<file path="config.mk">
export PLATFORM = sky130hd
export DESIGN_NAME = modulo_counter
export DESIGN_NICKNAME = d
export VERILOG_FILES = /design/src/rtl/modulo_counter.sv
export SDC_FILE = /design/constraint.sdc
export NUM_CORES = 1
export LEC_CHECK = 0
export CORE_AREA = 2 2 39 41
export CTS_CLUSTER_SIZE = 25
export DETAILED_ROUTE_END_ITERATION = 10
export DIE_AREA = 0 0 41 43
export PLACE_DENSITY_LB_ADDON = 0.2
export SKIP_LAST_GASP = 1
export SLEW_MARGIN = 30
export SYNTH_ARGS = -nofsm -noshare
export SYNTH_HDL_FRONTEND = slang
export SYNTH_SLANG_ARGS = --single-unit
</file>
<file path="constraint.sdc">
create_clock -name clk -period 2.05 [get_ports clk]
set_clock_uncertainty 0.1 [all_clocks]
set_input_delay 0.41 -clock clk [delete_from_list [all_inputs] [get_ports clk]]
set_output_delay 0.41 -clock clk [all_outputs]
set_load 0.1 [all_outputs]
</file>
<file path="src/rtl/modulo_counter.sv">
// ---------------------------------------------------------------------------
// modulo_counter
//
// Free-running modulo-N up-counter. Once reset is released the count
// advances by one on every rising clock edge and wraps from MODULUS-1 back
// to 0. This makes it usable as a cycle/phase counter or as a divide-by-N
// timebase. A terminal-count flag marks the last state of each period, so
// downstream logic can find the wrap point without decoding the count.
//
// Parameters:
//   WIDTH    - bit width of the count output (>= 1)
//   MODULUS  - number of distinct count states, 2 <= MODULUS <= 2**WIDTH
//
// Ports:
//   clk      in   1      single clock, rising-edge active
//   rst      in   1      asynchronous, active-high reset (count -> 0)
//   count    out  WIDTH  registered counter value, 0 .. MODULUS-1
//   tc       out  1      high exactly while count == MODULUS-1
// ---------------------------------------------------------------------------
module modulo_counter #(
    parameter int WIDTH   = 4,
    parameter int MODULUS = 10
) (
    input  logic             clk,
    input  logic             rst,
    output logic [WIDTH-1:0] count,
    output logic             tc
);

    // A modulus outside 2..2**WIDTH either has no wrap point or has states
    // that cannot be represented, so such a configuration is refused when
    // the design is elaborated.
    generate
        if (WIDTH < 1 || WIDTH > 62) begin : g_badWidth
            $error("modulo_counter: WIDTH must be between 1 and 62");
        end
        else if (MODULUS < 2 || 64'(MODULUS) > (64'd1 << WIDTH)) begin : g_badModulus
            $error("modulo_counter: MODULUS must satisfy 2 <= MODULUS <= 2**WIDTH");
        end
    endgenerate

    // The last legal count value, held at the counter width so that the
    // comparison below is a plain WIDTH-bit equality.
    localparam logic [WIDTH-1:0] LAST_VALUE = WIDTH'(MODULUS - 1);

    logic [WIDTH-1:0] r_count;
    logic             w_atLast;
    logic [WIDTH-1:0] w_nextCount;

    // Work out the next state. The wrap is done by an explicit compare
    // against the last value rather than by relying on binary overflow, so
    // that any modulus is handled the same way. When MODULUS equals 2**WIDTH
    // the compare and the overflow happen to coincide, and both give 0.
    always_comb begin
        w_atLast    = (r_count == LAST_VALUE);
        w_nextCount = r_count + WIDTH'(1);
        if (w_atLast) begin
            w_nextCount = '0;
        end
    end

    // The count register. Reset clears it at once, without waiting for a
    // clock edge. Counting resumes from 0 at the first rising edge at which
    // rst is seen low.
    always_ff @(posedge clk or posedge rst) begin
        if (rst) begin
            r_count <= '0;
        end
        else begin
            r_count <= w_nextCount;
        end
    end

    // The terminal count is decoded straight from the register, with no
    // extra stage. It is therefore high during the same cycle that count
    // shows MODULUS-1, which is the cycle just before the wrap.
    assign count = r_count;
    assign tc    = w_atLast;

endmodule

</file>
Yosys cells after proc, flatten, opt, wreduce, memory -nomap -nowiden:

Cells that the tools add are included.

* output and inout port bits: 5
* bits in registers: 4
* word-level logic and storage cells: 4

* muxes and demuxes: 1
* equality and inequality tests: 1
* add/sub/neg operators: 1

Operator list (count)
* $add 4x1->4 const B: 1
* $eq 4x4->1 const B: 1
* $mux 4: 1

Longest topological paths before layout:

* depth after elaboration: 2
* mapped depth: 3
* mapped depth without buffers: 3

Least setup slack after synthesis:

Ideal clock, no wire load.

* path kind: flip-flop to output port
* start: register r_count[3], in the netlist count[3]
* end: output tc
* arrival: 3.475 ns
* setup slack: -1.935 ns
* cell stages (with the launch flop): 3
* path buffers: 0
* cell sequence: dfrtp_1 -> nor2b_2 -> nor3b_1

* cells in the longest elaborated chain, start to end: 1

RTL lines
* start: declaration: RTL line 46 `logic [WIDTH-1:0] r_count;`
* start signal: assignment: RTL line 70 `r_count <= w_nextCount;`
* $eq 4x4->1: RTL line 55 `w_atLast = (r_count == LAST_VALUE);`
* end: declaration: RTL line 27 `output logic tc`

No other way between the ends.

Worst setup path in the final report:

Ends and elaborated chain as after synthesis.

==> metrics <==
FF+latch count, synth=4; gr usage total=6.054%; synthesized net count=18; Seq/Total Area, Yosys=57.14%; initial antenna violation count=0; max-slew violations=0; Final setup violation count=0; largest net degree at the start of global routing=8; status=finished, final reports clean; CTS clk-pin slew, worst paths=0.04 ns; Post-layout nets=29; initial core utilization=12.66%; Sw Pwr=approximately 0.035 mW; Slew headroom=87.77%; min cycle time layout=1.786 ns; Max VDD drop=about 0.00033 V; num rows=14; YS warnings=0; Crit Path Max Fanout=4; global-route wire length before repair=621 um; vias in the first global route=roughly 170; WS Path Type=flop to primary output; switch share=19.37%; Max Freq=~560 MHz; mapped cell area=175.2 um^2; total die area=1763 um^2; Setup WS post-layout=0.2638 ns; Worst-Skew Late Latency=0.24 ns; Worst Path Required=1.54 ns; CORE AREA=roughly 1400 um^2; Die W=between 40 and 50 um; placed cells=38; Comb pwr share=1.9%; Initial DRC Count=0; htree depth=1; Placement Setup Slack=0.5036 ns; Final Hold Viols=0; DIE HEIGHT=43 um; Power Dens Cells=around 510 nW/um^2; cts repair resizes=0; Routed Antenna Nets=0; Congestion Overflow GR=0; CTS hold repair buffers=0; Sink Count=4; RSZ-0062 raised after global routing=no; CP arrival=between 1 and 1.5 ns; via count=between 150 and 200; CTS root buffer=clkbuf_4; syn avg cell area=10.95 um^2; CTS tree=built; fin cells=between 40 and 50; Int Power=between 0.1 and 0.15 mW; sequential share of power=43.6%; Max Buffers Root-to-Sink=2; fin crit share=87.13%; CP Launch Type=flop; GPL Wtd Cong=0.7225; DRC violations left=0; drt pass-1 iters=1; post-DR wirelength/cell=9.293 um; Syn Inst Count=16; max-capacitance violation count=0; max reg flops=4; Antenna diodes=0; hpwl dp=288.5 um; Vias/cell=3.780; final WL=381 um; endpoint class of the critical path=primary output; Area Growth Syn to Fin=102.1%; io pins=7; Hold Crit Class=input pin to async pin; worst slew pin tran=0.1821 ns; Clk pwr share=54.5%; Unique masters post-synth=11; layout cells sized above 1=60.00%; TritonCTS buffer count=3; leak pwr=about 0.17 nW; post-CTS setup buffers=0; port bufs=6
## cells by family (layout without fill, tap and decap cells)
group / count (synthesis) / in the layout / share of synthesized area, %
compound gates: 2 / 2 / 8.569
simple gates: 5 / 5 / 16.42
xor+xnor: 1 / 1 / 5.001
flops: 4 / 4 / 57.15
buf+inv: 3 / 12 / 6.428
mux: 1 / 1 / 6.428
## cell usage in the layout, fill, tap and decap left out
cell             synthesis  layout
clkdlybuf4s50_1          0       1
xnor2_1                  1       1
dfrtp_4                  0       2
nor2b_4                  0       1
nor2_1                   1       1
nand2_1                  1       1
clkbuf_4                 0       3
buf_12                   0       5
o21ai_1                  1       1
a221o_1                  1       1
mux2_2                   1       1
nor3b_4                  0       1
inv_1                    3       3
dfrtp_2                  0       2
nor3_1                   1       1
## path summary, 6_finish.rpt
path                            startpoint       end  slack (ns)  cells past startpoint
worst max-delay path              count[3]        tc        0.26                      3
worst min-delay path                   rst  count[0]        0.25                      2
worst max register to register    count[3]  count[3]        0.85                      2
worst min register to register    count[2]  count[2]        0.46                      1
max in group asynchronous              rst  count[3]        1.43                      2
min in group clk                  count[2]  count[2]        0.46                      1
## power by group through the flow
stage | combinational, mW | sequential, mW | clock (mW)
2_1_floorplan | 0.00131 | 0.0805 | 0
3_3_place_gp | 0.00366 | 0.0805 | 0
3_5_place_dp | 0.00368 | 0.0805 | 0
4_1_cts | 0.00369 | 0.0793 | 0.105
5_1_grt | 0.00428 | 0.0793 | 0.107
6_report | 0.00344 | 0.0794 | 0.0992
## metrics by stage
step / util (%) / total power [mW] / TNS [ns] / hold WS [ns] / area (um^2)
finish: 25.59 / 0.1820 / 0 / 0.2547 / 354.1
global route: 25.59 / 0.1907 / 0 / 0.2989 / 354.1
global placement: 23.96 / 0.08413 / 0 / 0.4559 / 331.6
floorplan: - / 0.08178 / -0.1375 / 0.07601 / 201.4
CTS: 25.59 / 0.1877 / 0 / 0.2597 / 354.1
detailed placement: 23.96 / 0.08415 / 0 / 0.4528 / 331.6
## layout make-up
type,instances,area (um^2)
Timing Repair Buffer,6,110.1
Inverter,3,11.26
Clock buffer,3,22.52
Multi-Input combinational cell,9,80.08
Fill cell,151,1030
Tap cell,16,20.02
Sequential cell,4,110.1
## cell usage after synthesis
library cell	instances	area, um^2
a221o_1	1	10.01
dfrtp_1	4	100.1
inv_1	3	11.26
mux2_2	1	11.26
nand2_1	1	3.750
nor2_1	1	3.750
nor2b_2	1	8.760
nor3_1	1	5.000
nor3b_1	1	7.510
o21ai_1	1	5.000
xnor2_1	1	8.760
## per-layer routing
metal | up-vias | share of wire, % | track usage (%)
met2 | 4 | 55 | 7.813
met3 | 2 | 6.3 | 4.712
met1 | 78 | 36 | 5.556
li1 | 71 | - | -
met5 | - | 0 | 0
met4 | 0 | 2.9 | 6.000
## worst max-delay path: stages (launching register included)
cell	delay (ns)
dfrtp_4	0.44
nor2b_4	0.17
nor3b_4	0.23
buf_12	0.20
No activity file was read; power rests on OpenSTA's default activity.
